--- src/rtl/sram_rw_arbiter_pkg.sv ---
// SRAM geometry and arbiter defaults shared by the arbiter and the SRAM wrapper.
package sram_rw_arbiter_pkg;
    localparam int SRAM_SET_W        = 6;
    localparam int SRAM_DATA_W       = 64;
    localparam int SRAM_SETS         = 1 << SRAM_SET_W;
    localparam int SRAM_STARVE_LIMIT = 4;
    localparam int STARVE_W          = 3;
endpackage

--- src/rtl/sram_wbuf.sv ---
// One-entry write buffer with a starvation counter that forces a drain
// once a buffered write has been held off by reads for too long.
module sram_wbuf
    import sram_rw_arbiter_pkg::*;
#(
    parameter int SET_W        = SRAM_SET_W,
    parameter int DATA_W       = SRAM_DATA_W,
    parameter int STARVE_LIMIT = SRAM_STARVE_LIMIT
) (
    input  logic              clock,
    input  logic              reset,
    input  logic              r_req_valid,
    input  logic              w_req_valid,
    input  logic [SET_W-1:0]  w_req_setIdx,
    input  logic [DATA_W-1:0] w_req_data,
    output logic              w_req_ready,
    output logic              drain,
    output logic              starved,
    output logic              wbuf_valid,
    output logic [SET_W-1:0]  wbuf_setIdx,
    output logic [DATA_W-1:0] wbuf_data
);
    logic [STARVE_W-1:0] starve;
    logic                w_fire;

    assign starved     = wbuf_valid && (starve == STARVE_W'(STARVE_LIMIT));
    assign drain       = wbuf_valid && (!r_req_valid || starved);
    assign w_req_ready = !wbuf_valid || drain;
    assign w_fire      = w_req_valid && w_req_ready;

    always_ff @(posedge clock or negedge reset) begin
        if (!reset) begin
            wbuf_valid  <= 1'b0;
            wbuf_setIdx <= '0;
            wbuf_data   <= '0;
            starve      <= '0;
        end else begin
            if (w_fire) begin
                wbuf_valid  <= 1'b1;
                wbuf_setIdx <= w_req_setIdx;
                wbuf_data   <= w_req_data;
            end else if (drain) begin
                wbuf_valid <= 1'b0;
            end
            // A drain always restarts the count, even when a new write reloads the entry.
            if (drain || !wbuf_valid)
                starve <= '0;
            else
                starve <= starve + STARVE_W'(1);
        end
    end
endmodule

--- src/rtl/sram_rw_arbiter.sv ---
// Read/write arbiter in front of a single-port SRAM: reads have priority,
// writes are buffered, and reads hitting the buffered entry are forwarded.
module sram_rw_arbiter
    import sram_rw_arbiter_pkg::*;
#(
    parameter int SET_W        = SRAM_SET_W,
    parameter int DATA_W       = SRAM_DATA_W,
    parameter int STARVE_LIMIT = SRAM_STARVE_LIMIT
) (
    input  logic              clock,
    input  logic              reset,
    input  logic              io_r_req_valid,
    output logic              io_r_req_ready,
    input  logic [SET_W-1:0]  io_r_req_setIdx,
    output logic              io_r_resp_valid,
    output logic [DATA_W-1:0] io_r_resp_data,
    input  logic              io_w_req_valid,
    output logic              io_w_req_ready,
    input  logic [SET_W-1:0]  io_w_req_setIdx,
    input  logic [DATA_W-1:0] io_w_req_data,
    output logic              sram_rreq_valid,
    output logic [SET_W-1:0]  sram_rreq_setIdx,
    input  logic [DATA_W-1:0] sram_rresp_data,
    output logic              sram_wreq_valid,
    output logic [SET_W-1:0]  sram_wreq_setIdx,
    output logic [DATA_W-1:0] sram_wreq_data,
    output logic              io_wbuf_empty
);
    logic              drain;
    logic              starved;
    logic              wbuf_valid;
    logic [SET_W-1:0]  wbuf_setIdx;
    logic [DATA_W-1:0] wbuf_data;
    logic              r_fire;
    logic              fwd_hit;
    logic [DATA_W-1:0] fwd_data;
    logic [DATA_W-1:0] hold_data;
    logic [DATA_W-1:0] resp_sel;

    sram_wbuf #(
        .SET_W       (SET_W),
        .DATA_W      (DATA_W),
        .STARVE_LIMIT(STARVE_LIMIT)
    ) u_wbuf (
        .clock       (clock),
        .reset       (reset),
        .r_req_valid (io_r_req_valid),
        .w_req_valid (io_w_req_valid),
        .w_req_setIdx(io_w_req_setIdx),
        .w_req_data  (io_w_req_data),
        .w_req_ready (io_w_req_ready),
        .drain       (drain),
        .starved     (starved),
        .wbuf_valid  (wbuf_valid),
        .wbuf_setIdx (wbuf_setIdx),
        .wbuf_data   (wbuf_data)
    );

    // A drain only happens with no read pending or with reads blocked, so the ports never collide.
    assign io_r_req_ready   = !starved;
    assign r_fire           = io_r_req_valid && io_r_req_ready && reset;
    assign sram_rreq_valid  = r_fire;
    assign sram_rreq_setIdx = io_r_req_setIdx;
    assign sram_wreq_valid  = drain;
    assign sram_wreq_setIdx = wbuf_setIdx;
    assign sram_wreq_data   = wbuf_data;
    assign io_wbuf_empty    = !wbuf_valid;

    assign resp_sel       = fwd_hit ? fwd_data : sram_rresp_data;
    assign io_r_resp_data = io_r_resp_valid ? resp_sel : hold_data;

    always_ff @(posedge clock or negedge reset) begin
        if (!reset) begin
            io_r_resp_valid <= 1'b0;
            fwd_hit         <= 1'b0;
            fwd_data        <= '0;
            hold_data       <= '0;
        end else begin
            io_r_resp_valid <= r_fire;
            // Compare against the pre-edge buffer so a same-cycle write stays invisible.
            fwd_hit <= r_fire && wbuf_valid && (wbuf_setIdx == io_r_req_setIdx);
            if (r_fire)
                fwd_data <= wbuf_data;
            if (io_r_resp_valid)
                hold_data <= resp_sel;
        end
    end
endmodule

--- config.mk ---
export PLATFORM = sky130hd
export DESIGN_NAME = sram_rw_arbiter
export DESIGN_NICKNAME = d
export VERILOG_FILES = /design/src/rtl/sram_rw_arbiter_pkg.sv /design/src/rtl/sram_wbuf.sv /design/src/rtl/sram_rw_arbiter.sv
export SDC_FILE = /design/constraint.sdc
export NUM_CORES = 1
export LEC_CHECK = 0
export CAP_MARGIN = 15
export CORE_AREA = 2 2 202 105
export DETAILED_ROUTE_END_ITERATION = 8
export DIE_AREA = 0 0 204 107
export PLACE_DENSITY_LB_ADDON = 0.3
export SLEW_MARGIN = 30
export SYNTH_ARGS = -nofsm -noshare
export SYNTH_HDL_FRONTEND = slang
export SYNTH_SLANG_ARGS = --single-unit
--- constraint.sdc ---
create_clock -name clock -period 3.1 [get_ports clock]
set_clock_uncertainty 0.2 [all_clocks]
set_input_delay 0.62 -clock clock [delete_from_list [all_inputs] [get_ports clock]]
set_output_delay 0.62 -clock clock [all_outputs]
set_load 0.01 [all_outputs]
==> run metrics <==
Worst-Margin Slew 0.845 ns; XOR/XNOR Fraction of Synth Area 0.693%; Die H 107 µm; slew margin rel. 43.7%; largest family of logic cells by synthesized area multiplexers; area leader, netlist dfrtp_1; Placer Congestion 0.768; final slew viol count 0; Area Growth Syn to Fin 43.9%; VDD IR-drop max 0.355 mV; drt drc 0; total gr overflow 0; DR iter-0 viols 289; Synth Area in Simple Gates 3.41%; mux contribution to synthesized area 29.3%; vias per cell 4.82; via count 5690; largest net degree at the start of global routing 139; top cells by area, synth dfrtp_1 (58%), mux2_4 (20%), mux2i_1 (7.2%), a21oi_1 (3.7%), nor2_1 (2.8%); status finished clean; RSZ-0062 raised after global routing no; Die X-Extent 204 µm; die area 21800 µm²; # diodes 0; core area 20100 µm²; hold_ws 0.267 ns; R2R depth 6; endpoints failing setup 0; global-route wire length before repair 34.3 mm; count of cell types in the netlist 24; layout cells sized above 1 22.1%; mean post-synth cell area 14.8 µm²; Clk Latency, worst-skew pair 0.49 ns; Clock Sinks 204; DP HPWL 15.5 mm; htree depth 1; commonest cells after routing, fill and taps aside clkdlybuf4s50_1 (287), dfrtp_1 (202), mux2_4 (119); post-synth top area share 57.7%; io pins 290; final net count 1040; Cell Rows 37; DRT Wirelength 22.5 mm; worst hold path stage count 1; clk slew on worst S/H paths 0.06 ns; Bufs on Longest Clock Path 3; CTS tree yes; Critical Path Fanout Max 32; fmax 332 MHz; final std cells w/o fill 1180; Fin. Hold Viols 0; post-placement cell count 1136; post-layout min period 3.02 ns; critical path endpoint category primary output; placed cell area 11900 µm²; syn nets 745; drt first pass iters 6; Lkg Pwr 5.46 nW; crit path DAT 2.20 ns; Max Cap Viol 0; Worst setup SP type flop; WL/cell 19.1 µm; vias in the first global route 5825; Critical Path RT 2.28 ns; Port Buffer Count 289; #FFs+latches synth 204; R2R Setup Slk 0.93 ns; remaining antenna violation count 0; Pwr per Cell Area 605 nW/µm²; initial core utilization 44.0%; Post-Synth Adder-Cell Area 0.283%; cts bufs inserted 20; Post-Layout Inst Area 12700 µm²; worst min path class flop to flop; fin crit share 97.3%; Synth Instances 599; initial antenna violation count 0; post-synthesis sequential area ratio 57.7%; Root Driver clkbuf_16; post-synth design cell area 8850 µm²; post-route setup TNS 0 ns; synth warn 0; commonest non-fill, non-tap cell in the layout clkdlybuf4s50_1; All-Layer GR Usage 20.4%; Synth Area in Compound Gates 3.78%; Crit Path Category flop to primary output
[final timing paths]
path	start	end
hold / removal	u_wbuf.starve[0]	u_wbuf.starve[0]
setup / recovery	fwd_hit	io_r_resp_data[24]
setup reg to reg	u_wbuf.starve[0]	u_wbuf.wbuf_data[37]
min in group asynchronous	reset	hold_data[20]
hold reg to reg	u_wbuf.starve[0]	u_wbuf.starve[0]
max in group asynchronous	reset	fwd_hit
[synthesized netlist by cell type]
| cell | count |
|---|---|
| a21oi_1 | 65 |
| clkbuf_1 | 10 |
| buf_2 | 8 |
| ha_1 | 2 |
| dfrtp_1 | 204 |
| a31o_1 | 1 |
| xor2_1 | 1 |
| nand4_1 | 1 |
| buf_1 | 4 |
| mux2_4 | 119 |
| nor2_1 | 67 |
| nand2_1 | 3 |
| nor4_1 | 1 |
| xnor2_1 | 6 |
| mux2_2 | 15 |
| buf_4 | 6 |
| buf_6 | 1 |
| buf_12 | 12 |
| inv_1 | 5 |
| mux2i_1 | 64 |
| buf_8 | 1 |
| nand3_1 | 1 |
| and3_4 | 1 |
| nand3_2 | 1 |
[layout make-up]
class / instances / area [µm²]
clock buffers: 29 / 596
clock inverters: 6 / 82.6
inverters: 5 / 18.8
well taps: 273 / 342
multi-input cells: 348 / 3340
repair buffers: 315 / 3240
fillers: 1533 / 7360
flip-flops and latches: 204 / 5110
[repair_timing]
item | in CTS | in global routing
setup buffers | 4 | 4
endpoints found under the hold margin | 6 | 0
resized for setup | 0 | 5
endpoints found under the setup margin | 52 | 13
gates cloned | 0 | 0
hold buffers | 1 | 0
[cells by family after synthesis]
family / after synthesis
compound gates: 66
xor+xnor: 7
fa+ha+maj: 2
buf+inv: 47
flops: 204
mux: 198
simple gates: 75
[metrics by stage]
step	total power [mW]	util, %	setup WS (ns)
floorplan	4.28	-	1.03
global placement	5.20	59.3	0.241
detailed placement	5.24	59.3	0.230
CTS	7.78	63.0	0.0588
global route	8.06	63.4	0.000828
finish	7.71	63.4	0.0839
[where the power goes]
part | total, mW | switching, mW | internal [mW]
sequential | 3.43 | 0.310 | 3.12
clock | 2.50 | 1.00 | 1.50
combinational | 1.78 | 0.630 | 1.15
[metal layers]
| metal | global-route usage (%) | routed length, µm | share of wire (%) | vias to the layer above |
|---|---|---|---|---|
| met5 | 0 | 0 | 0 | - |
| met4 | 4.14 | 345 | 1.5 | 0 |
| met3 | 5.41 | 1590 | 7.1 | 22 |
| met2 | 29.0 | 9370 | 42 | 183 |
| met1 | 31.0 | 11200 | 50 | 2822 |
| li1 | - | - | - | 2663 |
[sequential cells by signal, indices dropped and copies added, names as in the netlist]
signal / count
fwd_hit: 1
fwd_data: 64
u_wbuf.wbuf_data: 64
u_wbuf.starve: 3
u_wbuf.wbuf_setIdx: 6
u_wbuf.wbuf_valid: 1
hold_data: 64
io_r_resp_valid: 1
[critical path, cell delays in order (launching register included)]
cell and delay [ns]:
dfrtp_4 0.51, buf_12 0.19, mux2i_1 0.15, a21oi_1 0.23, clkdlybuf4s50_1 0.58
(Power assumes the default switching activity.)
